<file path="config.mk">
export PLATFORM = sky130hd
export DESIGN_NAME = ultrasound_clk_reconfig_ctl
export DESIGN_NICKNAME = d
export VERILOG_FILES = /design/src/rtl/ultrasound_clk_reconfig_ctl.sv
export SDC_FILE = /design/constraint.sdc
export NUM_CORES = 1
export LEC_CHECK = 0
export ABC_AREA = 1
export CAP_MARGIN = 20
export CORE_UTILIZATION = 55
export CTS_CLUSTER_DIAMETER = 200
export CTS_CLUSTER_SIZE = 40
export DETAILED_ROUTE_END_ITERATION = 16
export PLACE_DENSITY_LB_ADDON = 0.1
export RECOVER_POWER = 25
export SLEW_MARGIN = 20
export SYNTH_ARGS = -nofsm -noshare
export SYNTH_HDL_FRONTEND = slang
export SYNTH_SLANG_ARGS = --single-unit
</file>
<file path="constraint.sdc">
create_clock -name clk -period 6 [get_ports clk]
set_clock_uncertainty 0.15 [all_clocks]
set_input_delay 1.5 -clock clk [delete_from_list [all_inputs] [get_ports clk]]
set_output_delay 1.5 -clock clk [all_outputs]
set_load 0.03 [all_outputs]
</file>
<file path="src/rtl/ultrasound_clk_reconfig_ctl.sv">
// DRP reconfiguration sequencer for the ultrasound counter-clock MMCM: read-modify-write of
// DRP registers while the MMCM is held in reset, then release and wait for LOCKED.
module ultrasound_clk_reconfig_ctl #(
  parameter int RST_CYCLES   = 8,
  parameter int DRP_TIMEOUT  = 64,
  parameter int LOCK_TIMEOUT = 65536
) (
  input  logic        clk,
  input  logic        reset,
  input  logic        cmd_valid,
  output logic        cmd_ready,
  input  logic [6:0]  cmd_addr,
  input  logic [15:0] cmd_data,
  input  logic [15:0] cmd_mask,
  input  logic        cmd_last,
  output logic        busy,
  output logic        done,
  output logic [1:0]  err,
  output logic        lock_lost,
  output logic        mmcm_rst,
  input  logic        mmcm_locked,
  output logic        drp_den,
  output logic        drp_dwe,
  output logic [6:0]  drp_daddr,
  output logic [15:0] drp_di,
  input  logic [15:0] drp_do,
  input  logic        drp_drdy
);

  localparam int CNT_W = $clog2(LOCK_TIMEOUT + 1);
  localparam logic [CNT_W-1:0] CNT_ONE    = {{(CNT_W-1){1'b0}}, 1'b1};
  localparam logic [CNT_W-1:0] RST_LIMIT  = CNT_W'(RST_CYCLES);
  localparam logic [CNT_W-1:0] DRP_LIMIT  = CNT_W'(DRP_TIMEOUT - 1);
  localparam logic [CNT_W-1:0] LOCK_LIMIT = CNT_W'(LOCK_TIMEOUT - 1);

  localparam logic [1:0] ERR_NONE = 2'd0;
  localparam logic [1:0] ERR_DRP  = 2'd1;
  localparam logic [1:0] ERR_LOCK = 2'd2;

  typedef enum logic [3:0] {
    S_IDLE      = 4'd0,
    S_RST_HOLD  = 4'd1,
    S_RD        = 4'd2,
    S_RD_WAIT   = 4'd3,
    S_WR        = 4'd4,
    S_WR_WAIT   = 4'd5,
    S_CMD_WAIT  = 4'd6,
    S_RELEASE   = 4'd7,
    S_LOCK_WAIT = 4'd8,
    S_ABORT     = 4'd9
  } state_t;

  state_t           state_r;
  logic [CNT_W-1:0] cnt_r;
  logic [6:0]       addr_r;
  logic [15:0]      data_r;
  logic [15:0]      mask_r;
  logic             last_r;
  logic             rst_q_r;
  logic             locked_q_r;

  // Mask bit 1 keeps the value read back from the DRP, mask bit 0 takes the new value.
  function automatic logic [15:0] merge_bits(input logic [15:0] old_v,
                                             input logic [15:0] new_v,
                                             input logic [15:0] keep_m);
    return (old_v & keep_m) | (new_v & ~keep_m);
  endfunction

  assign mmcm_rst = reset | rst_q_r;

  // Sequencer state, timeout counter and all registered outputs.
  always_ff @(posedge clk) begin
    if (reset) begin
      state_r    <= S_IDLE;
      cnt_r      <= '0;
      addr_r     <= 7'h00;
      data_r     <= 16'h0000;
      mask_r     <= 16'h0000;
      last_r     <= 1'b0;
      rst_q_r    <= 1'b0;
      locked_q_r <= 1'b0;
      cmd_ready  <= 1'b1;
      busy       <= 1'b0;
      done       <= 1'b0;
      err        <= ERR_NONE;
      lock_lost  <= 1'b0;
      drp_den    <= 1'b0;
      drp_dwe    <= 1'b0;
      drp_daddr  <= 7'h00;
      drp_di     <= 16'h0000;
    end else begin
      drp_den    <= 1'b0;
      drp_dwe    <= 1'b0;
      done       <= 1'b0;
      locked_q_r <= mmcm_locked;
      case (state_r)
        S_IDLE: begin
          if (cmd_valid) begin
            addr_r    <= cmd_addr;
            data_r    <= cmd_data;
            mask_r    <= cmd_mask;
            last_r    <= cmd_last;
            err       <= ERR_NONE;
            lock_lost <= 1'b0;
            rst_q_r   <= 1'b1;
            busy      <= 1'b1;
            cmd_ready <= 1'b0;
            cnt_r     <= CNT_ONE;
            state_r   <= S_RST_HOLD;
          end else if (locked_q_r && !mmcm_locked) begin
            lock_lost <= 1'b1;
          end else begin
            lock_lost <= lock_lost;
          end
        end
        S_RST_HOLD: begin
          if (cnt_r == RST_LIMIT) begin
            drp_den   <= 1'b1;
            drp_daddr <= addr_r;
            state_r   <= S_RD;
          end else begin
            cnt_r <= cnt_r + CNT_ONE;
          end
        end
        S_RD: begin
          cnt_r   <= CNT_ONE;
          state_r <= S_RD_WAIT;
        end
        // drdy on the expiry cycle still wins over the timeout.
        S_RD_WAIT: begin
          if (drp_drdy) begin
            drp_di  <= merge_bits(drp_do, data_r, mask_r);
            drp_den <= 1'b1;
            drp_dwe <= 1'b1;
            state_r <= S_WR;
          end else if (cnt_r == DRP_LIMIT) begin
            err     <= ERR_DRP;
            rst_q_r <= 1'b0;
            done    <= 1'b1;
            busy    <= 1'b0;
            state_r <= S_ABORT;
          end else begin
            cnt_r <= cnt_r + CNT_ONE;
          end
        end
        S_WR: begin
          cnt_r   <= CNT_ONE;
          state_r <= S_WR_WAIT;
        end
        S_WR_WAIT: begin
          if (drp_drdy) begin
            if (last_r) begin
              rst_q_r <= 1'b0;
              state_r <= S_RELEASE;
            end else begin
              cmd_ready <= 1'b1;
              state_r   <= S_CMD_WAIT;
            end
          end else if (cnt_r == DRP_LIMIT) begin
            err     <= ERR_DRP;
            rst_q_r <= 1'b0;
            done    <= 1'b1;
            busy    <= 1'b0;
            state_r <= S_ABORT;
          end else begin
            cnt_r <= cnt_r + CNT_ONE;
          end
        end
        // MMCM stays in reset between commands of one reconfiguration.
        S_CMD_WAIT: begin
          if (cmd_valid) begin
            addr_r    <= cmd_addr;
            data_r    <= cmd_data;
            mask_r    <= cmd_mask;
            last_r    <= cmd_last;
            cmd_ready <= 1'b0;
            drp_den   <= 1'b1;
            drp_daddr <= cmd_addr;
            state_r   <= S_RD;
          end else begin
            cmd_ready <= 1'b1;
          end
        end
        S_RELEASE: begin
          cnt_r   <= CNT_ONE;
          state_r <= S_LOCK_WAIT;
        end
        S_LOCK_WAIT: begin
          if (mmcm_locked) begin
            done      <= 1'b1;
            busy      <= 1'b0;
            cmd_ready <= 1'b1;
            state_r   <= S_IDLE;
          end else if (cnt_r == LOCK_LIMIT) begin
            err     <= ERR_LOCK;
            done    <= 1'b1;
            busy    <= 1'b0;
            state_r <= S_ABORT;
          end else begin
            cnt_r <= cnt_r + CNT_ONE;
          end
        end
        S_ABORT: begin
          cmd_ready <= 1'b1;
          state_r   <= S_IDLE;
        end
        default: begin
          rst_q_r   <= 1'b0;
          busy      <= 1'b0;
          cmd_ready <= 1'b1;
          state_r   <= S_IDLE;
        end
      endcase
    end
  end

endmodule

</file>
==> results of run 1 <==
[synthesized netlist by cell type (all sizes together)]
cell type  count  share of area (%)
nand3         48                5.9
buf           15                2.1
nand3b         2               0.33
clkbuf        13                1.1
and3           1               0.14
o21ai         69                7.6
nor2         118                 11
xor2           3               0.58
inv           50                4.1
xnor2          2               0.39
a21oi         56                6.2
a31oi         11                1.5
o2111ai        1               0.19
o21bai         3               0.50
nand4          9                1.2
ha             3               0.83
nand2        150                 13
dfxtp         94                 42
nor3           7               0.77
[registers in the layout, summed over array words and instances (netlist names)]
register,cells
drp_daddr,7
data_r,16
rst_q_r,1
lock_lost,1
drp_den,1
locked_q_r,1
addr_r,7
cnt_r,17
last_r,1
busy,1
err,2
drp_dwe,1
state_r,4
mask_r,16
cmd_ready,1
drp_di,16
done,1
[placed cells by master (no fill, tap or decap), drive strengths merged, types with 7 or more instances in the layout]
master,netlist,final
inv,50,53
a31oi,11,11
nand2,150,150
o21ai,69,69
clkbuf,13,11
nand3,48,48
dlygate4sd3,0,26
clkdlybuf4s50,0,65
a21oi,56,56
nor3,7,7
nand4,9,9
nor2,118,118
dfxtp,94,94
[cell families after synthesis]
family	count (synthesis)
and+or+nand+nor	335
AOI/OAI and AO/OA	140
DFF	94
buffers and inverters	78
xor gates and xnor gates	5
adders and majority gates	3
[worst min-delay path, stage by stage, from the launching register on]
cell	delay, ns
dfxtp_1	0.31
inv_1	0.05
a21oi_1	0.05
[routing by layer]
metal,up-vias,track usage [%]
met5,-,0
met1,2050,34.3
met2,141,48.0
li1,2297,-
met3,14,6.65
met4,0,9.36
[power by group through the flow]
stage                     sequential, uW  combinational, uW  clock [uW]
after CTS                            785                659         434
after floorplan                      803                504           0
final                                785                660         427
after global routing                 798                742         463
after detailed placement             800                655           0
after global placement               797                641           0
[worst paths after layout]
kind / start / endpoint / cells after the start / slack [ns]
worst max register to register: state_r[3]$_SDFFE_PP0P_ / last_r$_SDFFE_PP0P_ / 7 / 3.02
worst min register to register: data_r[11]$_SDFFE_PP0P_ / data_r[11]$_SDFFE_PP0P_ / 2 / 0.30
worst min-delay path: data_r[11]$_SDFFE_PP0P_ / data_r[11]$_SDFFE_PP0P_ / 2 / 0.30
worst max-delay path: reset / mmcm_rst / 5 / 1.58
[area by class of cell]
cell class / instances / area (um^2) / area share, %
clock buffer: 10 / 128 / 2.26
clock inverter: 6 / 68.8 / 1.22
inverter: 50 / 188 / 3.32
multi-input combinational: 483 / 2320 / 41.0
sequential: 94 / 1880 / 33.3
tap: 102 / 128 / 2.26
timing repair buffer: 95 / 937 / 16.6
[through the flow]
| step | setup WS [ns] | power (uW) | area [um^2] | util [%] |
|---|---|---|---|---|
| finish | 1.58 | 1870 | 5650 | 72.0 |
| global placement | 1.73 | 1440 | 5450 | 69.5 |
| CTS | 1.72 | 1880 | 5650 | 72.0 |
| floorplan | 2.10 | 1310 | 4520 | - |
| global route | 1.49 | 2000 | 5650 | 72.0 |
| detailed placement | 1.71 | 1450 | 5450 | 69.5 |
==> results summary, run 1 <==
The run finished, with violations left. The final reports fail on max-capacitance violations, max-slew violations. The number of standard cells in the final layout excluding fillers came out at between 800 and 900. The signal on the critical path passes through dlygate4sd3_1 -> inv_1 -> buf_4 -> nand2_1 -> buf_4. Per report_power, the combinational group accounts for 35.3% of the total.

The portion of netlist area occupied by mux cells came out at 0%. The clock network fraction of design power is a little under a quarter. The floorplan die height is 92.7 um. After detailed routing, the total wire length is 11.4 mm. VDD sags by at most around 170 uV.

The synthesized instance count is 655. The area growth from synthesis to layout is 24.9%. For this run, the total global-route usage over all layers was measured as 27.9%.

In the routed layout, each cell is associated on average with a via count of 5.36. After Yosys synthesis, and, or, nand and nor cells account for 33.2% of the synthesized area. The final hold slack came out at a little over 0.3 ns. The number of antenna-violating nets in the routed design came out at 0. The detailed placement HPWL is 8.03 mm. In this run, synthesis produced a sequential element count of 94. The quantity of hold-fixing buffers added after cts came out at 0.

The final count of pins violating max slew is 44. The post-CTS setup buffer count is 0. Detailed routing placed a total of 5.60 mm of wire on met2. The setup TNS came out at 0 ns. The sum of met3 wire segment lengths after detailed routing is 811 um. The delay of the slowest critical-path stage is between 0.5 and 0.6 ns. At the later pin of the worst-skew pair, clock insertion delay measures 0.36 ns. The first-pass detailed-route iteration total is 5. The first-pass GRT wire length is 19.2 mm. The compound-cell area share of the yosys netlist came out at 16.0%.

TritonCTS built the clock tree. The post-route met1 wirelength came out at 4.86 mm. The overall die width came out at slightly above 90 um. The worst pin sits at a relative slew slack of -39.1%. The maximum fanout encountered on the critical timing path is 51. The net switching power figure is 724 uW. After clock tree synthesis, the repair step resized 0 gates.

0 antenna diodes ended up in the layout. The number of H-tree levels came out at 3. The DRC violation total after the first TritonRoute iteration is around 230.

The min-delay analysis places its worst path in the category flop to flop. At the end of routability-driven placement, the weighted congestion stood at 0.868. For the pin with the worst max-slew slack, the measured transition is between 2 and 2.5 ns. The average size of a mapped cell came out at 6.91 um^2. The number of standard-cell rows in the floorplan came out at 32. The proportion of layout cells with a drive suffix above 1 came out at under 10%. The fraction of power spent switching nets is 38.7%.

The critical path's most frequent cell is buf_4. The largest net degree at the start of global routing is 58. The capturing element type of the critical path is an output port.

The number of vias in the routed layout is 4502. The count of unique library cells instantiated by Yosys came out at 32. The cell area power density is about 330 nW/um^2.

The fraction of the mapped netlist area in adder cells came out at 0.830%. The final setup violation count is 0. The number of maximum-capacitance constraint violations came out at 1. The count of endpoints failing hold in the final timing report came to 0.

The core area came out at about 8000 um^2. The number of top-level design ports is 93. The count of nets after finishing came out at 797. Internal power comes to between 1000 and 1500 uW. For this run, the register share of the synthesized area comes to 41.6%.

The cell family contributing the most delay on the critical path is buffers and inverters. The highest layer touched by signal routing is met4. The aggregate global routing overflow is 0. The post-layout minimum cycle time came out at 4.42 ns. The main combinational cell family by area after synthesis is simple AND/OR/NAND/NOR gates. The post-synthesis instance area is 4520 um^2. In this run, CTS created clock tree buffers numbering 9. The count of buffers inserted at the top-level ports is 92. The net count of the mapped netlist came out at just over 700. The worst path buffer plus inverter count came out at 4. The part of the power in registers came out at 41.9%.

Fill cells in the final layout number 677. The critical path is of the input pin to output port type. Clock tree synthesis selected as its root buffer the cell clkbuf_8. The average routed wire per standard cell is 13.6 um. The number of warnings issued by yosys came out at 0. Data arrives at the worst endpoint at 2.77 ns. The cell leakage power is 0.00221 uW.

The via count of the first global-routing pass came to 4219. The XOR/XNOR share of the synthesized area came out at 0.968%. CTS saw 94 sinks.

The clock passes through at most 2 buffers. The share of the clock period used by the worst path is about three quarters. For the worst setup path, the data required time is 4.35 ns. The number of antenna violations at the first check in global routing is 0. On the critical path, the stage with the largest delay is an instance of dlygate4sd3_1. The remaining design rule violation count came out at 0.

The die outline area came out at 8590 um^2. Setup repair after global routing left no endpoint under its margin. The clock-pin slew of the registers on the worst-case setup and hold paths came out at roughly 0.090 ns. STA classifies the critical path startpoint as an input pin. The effective utilization at floorplan is 57.6%.

The total placed cells including tap cells came out at 824. Static timing analysis puts the maximum clock frequency at approximately 0.23 GHz.
Note: power is estimated with default switching activity, not from simulation.
==> run 2: changes to the inputs <==
- CORE_UTILIZATION: 55 -> 46
- clock period: 6 -> 3.9 ns (I/O delays scaled with it)
==> run 2 against run 1 <==
The run still ends with max-capacitance violations, max-slew violations left; critical path depth fell by 2; utilization fell by 11 points; global-route usage fell by 3.8 points; combinational power rose by 55%; hold slack got worse by 0.0016 ns; design area rose by 1.0%; largest cell class unchanged.
==> results summary, run 2 (synthesized netlist as in run 1, its figures left out) <==
Result of the run: finished with violations (unchanged). Violated checks: max-capacitance violations, max-slew violations (unchanged). The die outline area was 10200 um^2 (was 8590 um^2). The relative slew slack came to -33.4% (was -39.1%).

The wire length after detailed routing is 11.5 mm (was 11.4 mm). The DRC violation total after the first TritonRoute iteration came to 170 (was 231). The cell area power density came to 510 nW/um^2 (was 331 nW/um^2). The buffer cell driving the clock tree root is clkbuf_8 (unchanged). After layout, the worst path uses 79.9% of the clock period. The kind of launch point of the worst setup path is an input pin (unchanged).

The proportion of layout cells with a drive suffix above 1 is 7.03% (was 7.05%). The number of flip-flops in the largest register came out at 17 (unchanged). The post-CTS setup buffer count came out at 0 (unchanged).

The via count of the first global-routing pass came to 4238 (was 4219). The net switching power figure is 1130 uW (was 724 uW). The maximum root-to-sink buffer count came out at 2 (unchanged). The signed area change from the synthesized netlist to the final layout was 26.1% (was 24.9%). The total clock buffers created by CTS was 9 (unchanged).

The count of nets after finishing came out at 799 (was 797). The clock insertion delay at the later pin of the skew report came out at 0.36 ns (about the same). The largest net degree at the start of global routing came out at 57 (was 58). The design internal power came out at 1780 uW (was 1150 uW). The number of sinks on the clock net came out at 94 (unchanged).

The fraction of power spent switching nets came out at 38.8% (was 38.7%). The maximum fanout encountered on the critical timing path is 43 (was 51). The most common library cell in the layout ignoring fill and taps is nand2_1 (unchanged). The quantity of hold-fixing buffers added after cts came out at 0 (unchanged). The count of cells resized by post-cts repair came to 0 (unchanged).

The arrival time at the worst endpoint came to 3.10 ns (was 2.77 ns). The number of antenna violations at the first check in global routing is 1 (was 0). The post-layout minimum cycle time came out at 3.12 ns.

The core area is 9370 um^2 (was 7850 um^2). The clock-pin slew of the registers on the worst-case setup and hold paths was 0.09 ns (about the same). The clock network fraction of design power came out at 23.4% (was 22.8%). The number of vias in the routed layout came to 4472 (was 4502). Unrepaired setup endpoints after global routing: false (unchanged). The global placement routability congestion was 0.985 (was 0.868). The worst setup path startpoint is reset (unchanged).

Most frequent cells in the layout: 142 x nand2_1, 106 x nor2_1, 94 x dfxtp_1 (was 142 x nand2_1, 105 x nor2_1, 94 x dfxtp_1). The slew at the pin with the worst max-slew slack came out at 2.00 ns (was 2.09 ns). The number of maximum-capacitance constraint violations came out at 1 (unchanged).

The number of standard-cell rows in the floorplan came out at 35 (was 32). The startpoint of the worst register-to-register path is state_r[1]$_SDFFE_PP0P_ (was state_r[3]$_SDFFE_PP0P_). The average routed wire per standard cell came out at 13.3 um (was 13.6 um). The per-cell via count in the routed design is 5.14 (was 5.36). The data required time at the worst endpoint is 3.88 ns (was 4.35 ns). The aggregate global routing overflow came out at 0 (unchanged). The first-pass GRT wire length came out at 19.6 mm (was 19.2 mm). The combinational power share was 35.1% (was 35.3%).

The number of standard cells in the final layout excluding fillers came to 870 (was 840). The detailed placement HPWL is 8.01 mm (was 8.03 mm). The remaining design rule violation count is 0 (unchanged). The overall power of the completed layout came out at 2910 uW (was 1870 uW). The sequential cell area came out at 1880 um^2 (unchanged). The number of top-level design ports came out at 93 (unchanged).

The class of the worst hold path was flop to flop (unchanged). The count of buffers inserted at the top-level ports is 92 (unchanged). The achievable frequency is ~0.32 GHz. The final setup violation count came to 0 (unchanged). The final count of pins violating max slew came out at 44 (unchanged). The count of endpoints failing hold in the final timing report is 0 (unchanged). The overall die width came out at 101 um (was 92.7 um). The number of H-tree levels came to 3 (unchanged). The first-pass detailed-route iteration total is 5 (unchanged). The part of the power in registers is 41.5% (was 41.9%). The total routing resource utilization after global routing is 24.1% (was 27.9%). The clock tree from TritonCTS is yes (unchanged).

The critical hold path startpoint is data_r[13]$_SDFFE_PP0P_ (was data_r[11]$_SDFFE_PP0P_). The number of inserted filler cells in the final layout was 916 (was 677). The register with the most flip-flops was cnt_r (unchanged). The capturing element type of the critical path is a flop (was output port).

The effective utilization at floorplan was 48.3% (was 57.6%). The total placed cells including tap cells came to 853 (was 824). The combined area of the multi-input logic cells came out at 2310 um^2 (was 2320 um^2).

The cell leakage power was 0.00215 uW (was 0.00221 uW). The floorplan die height came out at 101 um (was 92.7 um). The setup TNS is 0 ns (unchanged). The path type of the worst setup path is input pin to flop (was input pin to output port). The number of antenna-violating nets in the routed design is 0 (unchanged). The maximum resistive drop on vdd came out at 245 uV (was 165 uV).
-- run 2: changes by cell type in the layout (fill, tap and decap cells not counted), sizes merged --
cell,previous run,this run
dlygate4sd3,26,1
clkdlybuf4s50,65,90
diode,0,1
clkinvlp,1,2
buf,3,5
clkbuf,11,10
-- run 2: power groups by stage --
| stage | clock [uW] | combinational (uW) | sequential [uW] |
|---|---|---|---|
| 2_1_floorplan | 0 | 776 | 1230 |
| 3_3_place_gp | 0 | 1000 | 1220 |
| 6_report | 680 | 1020 | 1210 |
| 3_5_place_dp | 0 | 1010 | 1230 |
| 5_1_grt | 732 | 1160 | 1230 |
| 4_1_cts | 691 | 1020 | 1210 |
-- run 2: final timing paths --
check	endpoint	cells after the start	slack, ns
hold reg to reg	data_r[13]$_SDFFE_PP0P_	2	0.30
setup reg to reg	mask_r[13]$_SDFFE_PP0P_	8	1.38
hold / removal	data_r[13]$_SDFFE_PP0P_	2	0.30
setup / recovery	drp_den$_SDFF_PP0_	3	0.78
-- run 2: metal layers --
metal	part of all wire, %	track usage (%)	up-vias	wire length (um)
met5	0	0	-	0
met3	7.5	7.94	10	867
met1	44	29.6	2038	5070
met2	47	40.4	123	5470
met4	1.1	7.02	0	130
li1	-	-	2301	-
-- run 2: critical path, stage by stage --
cell,delay [ns]
dlygate4sd3_1,0.54
clkbuf_1,1.44
a31oi_1,0.14
-- run 2: cell type report --
| class | count | area share (%) |
|---|---|---|
| inverters | 50 | 3.29 |
| clock buffers | 9 | 2.17 |
| diodes | 1 | 0.0439 |
| repair buffers | 97 | 16.7 |
| well taps | 129 | 2.83 |
| flip-flops and latches | 94 | 33.0 |
| multi-input cells | 483 | 40.6 |
| clock inverters | 7 | 1.43 |
-- run 2: per-stage QoR --
step	utilization (%)	cell area [um^2]	worst slack, ns	hold slack (ns)
finish	60.9	5710	0.784	0.301
global route	60.9	5700	0.632	0.325
CTS	60.9	5710	1.02	0.303
detailed placement	58.7	5500	1.02	0.289
global placement	58.7	5500	1.01	0.284
floorplan	-	4520	1.05	0.274
